`config.mk`:
```
export PLATFORM = sky130hd
export DESIGN_NAME = gen3_block_scheduler
export DESIGN_NICKNAME = d
export VERILOG_FILES = /design/src/rtl/gen3_block_scheduler.sv
export SDC_FILE = /design/constraint.sdc
export NUM_CORES = 1
export LEC_CHECK = 0
export CAP_MARGIN = 20
export CORE_AREA = 10 10 47 49
export CTS_BUF_LIST = sky130_fd_sc_hd__clkbuf_2 sky130_fd_sc_hd__clkbuf_4 sky130_fd_sc_hd__clkbuf_8
export DETAILED_ROUTE_END_ITERATION = 16
export DIE_AREA = 0 0 57 59
export DONT_BUFFER_PORTS = 1
export GPL_TIMING_DRIVEN = 0
export HOLD_SLACK_MARGIN = 0.02
export SKIP_LAST_GASP = 1
export SYNTH_ARGS = -nofsm -noshare
export SYNTH_HDL_FRONTEND = slang
export SYNTH_SLANG_ARGS = --single-unit
```
`constraint.sdc`:
```
create_clock -name clk_8G -period 3.8 [get_ports clk_8G]
set_input_delay 0.76 -clock clk_8G [delete_from_list [all_inputs] [get_ports clk_8G]]
set_output_delay 0.76 -clock clk_8G [all_outputs]
set_load 0.05 [all_outputs]
```
`src/rtl/gen3_block_scheduler.sv`:
```
// gen3_block_scheduler
//   Frames the 128b/130b transmit datapath on clk_8G and shares it among
//   three block sources (data, ordered-set, periodic SKP). Each block is
//   2 sync-header cycles (H0, H1) followed by PAYLOAD_BITS payload cycles;
//   consecutive blocks abut with no gap cycles.
//
//   Build option: define SKP_SCHED_EN to include the periodic SKP counter,
//   skp_pending and skp_gnt. Without it, skp_pending/skp_gnt are 0 and
//   arbitration is os_req > data_req.
//
// Ports
//   clk_8G       in   bit-rate clock
//   rst_8G       in   synchronous active-high reset
//   link_en      in   1 = scheduling allowed; 0 = finish block then idle
//   data_req     in   data block ready (level)
//   os_req       in   ordered-set block ready (level)
//   tx_start     out  high in both sync-header cycles
//   k            out  1 = ordered-set/SKP block, 0 = data block
//   tx_valid     out  high in payload cycles
//   data_gnt     out  pulse in H0 of a data block
//   os_gnt       out  pulse in H0 of an ordered-set block
//   skp_gnt      out  pulse in H0 of a SKP block
//   blk_active   out  high in H0, H1 and payload
//   skp_pending  out  SKP due, not yet issued
module gen3_block_scheduler #(
   parameter int unsigned PAYLOAD_BITS = 128,
   parameter int unsigned SKP_INTERVAL = 370,
   parameter int unsigned CNT_W        = 10
) (
   input  logic clk_8G,
   input  logic rst_8G,
   input  logic link_en,
   input  logic data_req,
   input  logic os_req,
   output logic tx_start,
   output logic k,
   output logic tx_valid,
   output logic data_gnt,
   output logic os_gnt,
   output logic skp_gnt,
   output logic blk_active,
   output logic skp_pending
);

   localparam int unsigned BIT_W = (PAYLOAD_BITS > 1) ? $clog2(PAYLOAD_BITS) : 1;
   localparam logic [BIT_W-1:0] LAST_BIT = BIT_W'(PAYLOAD_BITS - 1);

   typedef enum logic [1:0] {S_IDLE, S_H0, S_H1, S_PAYLOAD} state_t;
   typedef enum logic [1:0] {T_DATA, T_OS, T_SKP} blk_t;

   state_t           state_q, state_d;
   blk_t             typ_q, typ_d;
   logic [BIT_W-1:0] bit_cnt_q, bit_cnt_d;
   logic             last_pay;
   logic             skp_due;

   assign last_pay = (state_q == S_PAYLOAD) && (bit_cnt_q == LAST_BIT);

`ifdef SKP_SCHED_EN
   localparam logic [CNT_W-1:0] SKP_LAST = CNT_W'(SKP_INTERVAL - 1);

   logic [CNT_W-1:0] skp_cnt_q;
   logic             skp_pending_q;
   logic             cnt_inc;
   logic             cnt_wrap;

   assign cnt_inc  = last_pay && (typ_q != T_SKP);
   assign cnt_wrap = cnt_inc && (skp_cnt_q == SKP_LAST);
   // The wrap is folded into this edge's arbitration so the SKP block
   // immediately follows the block that made it due.
   assign skp_due  = skp_pending_q || cnt_wrap;

   always_ff @(posedge clk_8G) begin
      if (rst_8G) begin
         skp_cnt_q     <= '0;
         skp_pending_q <= 1'b0;
      end else if (state_q == S_H0 && typ_q == T_SKP) begin
         skp_cnt_q     <= '0;
         skp_pending_q <= 1'b0;
      end else if (cnt_wrap) begin
         skp_cnt_q     <= '0;
         skp_pending_q <= 1'b1;
      end else if (cnt_inc) begin
         skp_cnt_q     <= skp_cnt_q + CNT_W'(1);
      end
   end

   assign skp_pending = skp_pending_q;
   assign skp_gnt     = (state_q == S_H0) && (typ_q == T_SKP);
`else
   logic unused_cfg;
   assign unused_cfg  = ^(SKP_INTERVAL + CNT_W);
   assign skp_due     = 1'b0;
   assign skp_pending = 1'b0;
   assign skp_gnt     = 1'b0;
`endif

   always_ff @(posedge clk_8G) begin
      if (rst_8G) begin
         state_q   <= S_IDLE;
         typ_q     <= T_DATA;
         bit_cnt_q <= '0;
      end else begin
         state_q   <= state_d;
         typ_q     <= typ_d;
         bit_cnt_q <= bit_cnt_d;
      end
   end

   always_comb begin
      state_d   = state_q;
      typ_d     = typ_q;
      bit_cnt_d = bit_cnt_q;
      unique case (state_q)
         S_H0: state_d = S_H1;
         S_H1: begin
            state_d   = S_PAYLOAD;
            bit_cnt_d = '0;
         end
         default: begin
            // IDLE, or PAYLOAD: arbitrate only on the last payload cycle
            if (state_q == S_PAYLOAD && !last_pay) begin
               bit_cnt_d = bit_cnt_q + BIT_W'(1);
            end else if (link_en && skp_due) begin
               state_d = S_H0;
               typ_d   = T_SKP;
            end else if (link_en && os_req) begin
               state_d = S_H0;
               typ_d   = T_OS;
            end else if (link_en && data_req) begin
               state_d = S_H0;
               typ_d   = T_DATA;
            end else begin
               state_d = S_IDLE;
            end
         end
      endcase
   end

   always_comb begin
      blk_active = (state_q != S_IDLE);
      tx_start   = (state_q == S_H0) || (state_q == S_H1);
      tx_valid   = (state_q == S_PAYLOAD);
      k          = blk_active && (typ_q != T_DATA);
      data_gnt   = (state_q == S_H0) && (typ_q == T_DATA);
      os_gnt     = (state_q == S_H0) && (typ_q == T_OS);
   end

endmodule

```
Yosys cells after proc, flatten, opt, wreduce, memory -nomap -nowiden
Index checks and enable logic that the tools add are counted.
{ "op_classes": {"eq_ne": 6, "n_reduce_logical": 17, "add_sub_neg": 1, "bitwise_logic": 3, "n_mux": 8} }
{ "ops": {"columns": ["cell", "count"], "rows": [
  ["case mux 7 bit (2 select lines)", 1],
  ["nonzero test 2 bit", 4],
  ["adder 7 x 1 -> 7 bit, second input constant", 1],
  ["equality test 7 bit, second input constant", 1],
  ["logical AND 1 bit", 7],
  ["2-to-1 mux 7 bit", 1],
  ["2-to-1 mux 2 bit", 3],
  ["equality test 2 x 1 -> 1 bit, second input constant", 2],
  ["equality test 2 bit, second input constant", 2],
  ["case mux 2 bit (2 select lines)", 1],
  ["inequality test 3 x 1 -> 1 bit, second input constant", 1],
  ["inverter 1 bit", 3],
  ["AND reduction 3 bit", 1],
  ["zero test 2 bit", 1],
  ["2-to-1 mux 1 bit", 2],
  ["AND reduction 2 bit", 1],
  ["OR reduction 2 bit", 1],
  ["zero test 1 bit", 1],
  ["logical OR 1 bit", 1]
]} }
{ "totals": {"ff_bits": 11, "output_inout_bits": 8} }

Logic depth before layout (Yosys ltp)
{ "depth": {"word_depth": 6, "ltp_mapped": 6, "ltp_nobuf": 6} }

Least setup slack after synthesis
No wires, ideal clock.
{ "synth_timing": {"kind": "reg2out", "startpoint": "reg state_q[1]", "endpoint": "out data_gnt", "slack_ns": 1.673, "required_time_ns": 3.040, "n_path_buf": 0, "arrival_ns": 1.367, "stages_incl_launch_ff": 4, "path_cell_list": "dfxtp_1 -> inv_1 -> ha_1 -> nor2b_1"} }
{ "synth_between": {"elab_chain_cells": 2} }
{ "synth_lines": {"columns": ["element", "line", "source"], "rows": [
  ["from (decl)", "51", "state_t state_q, state_d;"],
  ["from (signal assigned)", "104", "state_q <= state_d;"],
  ["equality test 2 x 1 -> 1 bit", "145", "data_gnt = (state_q == S_H0) && (typ_q == T_DATA);"],
  ["logical AND 1 bit", "145", null],
  ["to (decl)", "38", "output logic data_gnt,"]
]} }
Every way passes these cells.

Final worst setup path
Ends and elaborated chain as after synthesis.

==> flow_results.org <==
** Clock network
- In this run the number of H-tree levels came out at 1.
- Number of setup buffers added after CTS :: 0
- Clock insertion delay at the later pin of the skew report :: 0.27 ns
- In this run the clock root is driven by a sky130_fd_sc_hd__clkbuf_4.
- Reg clk slew, reported paths :: 0.06 ns
- TritonCTS built the clock tree.
- Hold-fix buffer count after cts :: 0
- The clock drives 10 sinks.
- Number of gates resized after CTS :: 0
- Bufs on Longest Clock Path :: 2
- Number of buffers created by CTS :: 3

** Synthesis
- Number of warnings issued by yosys :: 0
- Netlist area before placement :: 634 um2
- After synthesis, the mean cell area works out to 8.03 um2.
- Sequential area share after synthesis :: 0.316
- Counting distinct cell types in the post-synthesis netlist gives 31.
- FF+latch count, synth :: 10
- Top_reg_cell synth :: sky130_fd_sc_hd__dfxtp_1
- Counting flops with a built-in enable in the synthesized netlist gives 0.
- Share of synthesized registers carrying an async set or reset :: 0
- Cell count after synthesis :: 79

** Cells and area
- Fillers :: 139
- Antenna diode instance count :: 0
- Final cell utilization of the core :: 0.486
- Most common cell after layout, fill and taps aside :: sky130_fd_sc_hd__dfxtp_1
- Share of layout cells above drive strength 1 :: 0.120
- In the layout the commonest cells are sky130_fd_sc_hd__dfxtp_1 (10), sky130_fd_sc_hd__nor2_1 (9), sky130_fd_sc_hd__nand2_1 (8).
- In the final design database the tool counted 95 nets.
- Compared with the post-synthesis result, the final layout area differs by 7.30%.

** Placement
- The HPWL after detailed placement is 959 um.
- IO Port Bufs :: 0
- Routability-driven placement finished with a final weighted congestion of 0.831.

** Timing
- In the final timing run, aggregate negative setup slack is 0 ns.
- Max Fclk :: 395 MHz
- Between clock sinks in the finished design, the worst skew comes to 0.000892 ns.
- For the pin with the worst max-slew slack, the measured transition is 0.947 ns.
- Setup repair after global routing left no endpoint under its margin.
- The final-report hold violation count came to 0.
- Dividing the final minimum period by the clock period gives 0.666.
- Setup violations remaining at the end of the flow were counted as 0.
- Counting I/O delays and the setup requirement, the final critical path takes 2.53 ns.
- Headroom to the max-slew limit came out at 0.367.
- The number of pins exceeding their max-slew limit in the final report was 0.

** Critical path
- The worst setup path is captured at an output port.
- Required time of the critical path :: 3.04 ns
- Worst setup SP type :: register
- STA puts the critical path data arrival time at 1.77 ns.
- By startpoint and endpoint, the worst setup path is classified as register to output port.
- Max FO, Critical Path :: 8

** Die
- The die covers 3360 um2.
- CORE AREA :: 1400 um2
- In this run the horizontal extent of the chip is 57 um.
- The die is 59 um tall.
- During I/O placement, the number of pins put on the boundary was 13.
- Row cnt :: 14
- Initial Utilization :: 0.453

** Detailed routing
- After detailed routing, the average wire length per cell comes to 12.9 um.
- Wires add up to 1280 um.
- After detailed routing, the number of remaining DRC violations is 0.
- The detailed router finished its first iteration with 11 violations.
- For this run, the detailed router's first-pass iteration total came to 4.
- The detailed router placed 522 vias in this run.
- Via density per instance :: 5.27
- DRT antenna net count :: 0

** GRT
- Number of antenna violations at the first check in global routing :: 0
- The first global-routing pass estimated 2220 um of wire.
- Total global routing overflow :: 0
- Vias in the first global route :: 500
- Overall Global Routing Usage :: 0.0828
- Entering global routing, the biggest net connects 11 pins.

** Pwr
- Leakage :: 0.000244 uW
- Tot Pwr :: 268 uW
- VDD sags by at most 0.263 mV.
- Power Dens Cells :: 394 nW/um2

** Hold path
- The path class of the tightest hold or removal check is register to register.

** Run status
- Outcome :: finished, final reports clean

** Flow run
- Across the run, the number of max-cap violations was 0.
-- worst max-delay path, stage by stage (launching register included) --
cell                      delay (ns)
sky130_fd_sc_hd__dfxtp_1        0.33
sky130_fd_sc_hd__inv_1          0.09
sky130_fd_sc_hd__ha_1           0.28
sky130_fd_sc_hd__nor2b_1        0.79
-- layer usage --
layer | GRT usage | share of wire
met1 | 0.0982 | 0.48
met2 | 0.122 | 0.46
met3 | 0.0193 | 0.031
met4 | 0.0705 | 0.033
met5 | 0 | 0
-- registers in the layout, indices dropped and copies added (netlist names) --
| signal | cells |
|---|---|
| bit_cnt_q | 7 |
| state_q | 2 |
| typ_q | 1 |
-- logic make-up (layout without fill, tap and decap cells) --
kind of cell             Yosys count  in the layout  share of synthesized area
AND/OR/NAND/NOR                   32             32                      0.260
AO/OA/AOI/OAI                     21             21                      0.239
flip-flops                        10             10                      0.316
buffers and inverters              9             12                     0.0651
adder cells (fa/ha/maj)            5              5                     0.0986
other                              1              2                    0.00591
multiplexers                       1              1                     0.0158
-- per-stage QoR --
stage          area, um2  hold WS (ns)  instances  setup WS, ns
6_report             681         0.495         99          1.27
5_1_grt              681         0.539         99          1.15
4_1_cts              681         0.498         99          1.26
3_5_place_dp         658         0.489         96          1.56
3_3_place_gp         658         0.480         96          1.56
2_1_floorplan        638         0.465         80          1.67
-- report_power, final --
group	total [uW]	switching, uW	internal [uW]	leakage, uW
Clock	74.5	37.7	36.7	0.0000138
Sequential	113	3.61	109	0.0000809
Combinational	81.3	61.8	19.5	0.000149
Total	268	103	165	0.000244
-- synth_stat cells (2+ instances only) --
| cell | n | share of area |
|---|---|---|
| sky130_fd_sc_hd__and2_1 | 2 | 0.020 |
| sky130_fd_sc_hd__inv_1 | 6 | 0.036 |
| sky130_fd_sc_hd__a211oi_1 | 2 | 0.024 |
| sky130_fd_sc_hd__nor3_1 | 3 | 0.024 |
| sky130_fd_sc_hd__dfxtp_1 | 10 | 0.32 |
| sky130_fd_sc_hd__a21oi_1 | 6 | 0.047 |
| sky130_fd_sc_hd__ha_1 | 5 | 0.099 |
| sky130_fd_sc_hd__buf_4 | 2 | 0.024 |
| sky130_fd_sc_hd__o21ai_1 | 3 | 0.024 |
| sky130_fd_sc_hd__nand4_1 | 2 | 0.020 |
| sky130_fd_sc_hd__nor2_1 | 9 | 0.053 |
| sky130_fd_sc_hd__nor3b_1 | 2 | 0.024 |
| sky130_fd_sc_hd__nand3_1 | 2 | 0.016 |
| sky130_fd_sc_hd__nand2_1 | 8 | 0.047 |
-- area by class of cell --
class,instances,area (um2),area share
well taps,16,20.0,0.0294
clock buffers,3,22.5,0.0331
multi-input cells,61,397,0.583
inverters,6,22.5,0.0331
flip-flops and latches,10,200,0.294
plain buffers,3,18.8,0.0276
-- path summary, 6_finish.rpt --
path                                 from                       to  slack (ns)  depth (start not counted)
setup / recovery  state_q[1]$_SDFFE_PP0P_                 data_gnt        1.27                          3
hold / removal    state_q[1]$_SDFFE_PP0P_  state_q[1]$_SDFFE_PP0P_        0.49                          2
setup reg to reg  state_q[1]$_SDFFE_PP0P_  state_q[0]$_SDFFE_PP0P_        1.75                          5
hold reg to reg   state_q[1]$_SDFFE_PP0P_  state_q[1]$_SDFFE_PP0P_        0.49                          2
No activity file was read; power rests on OpenSTA's default activity.
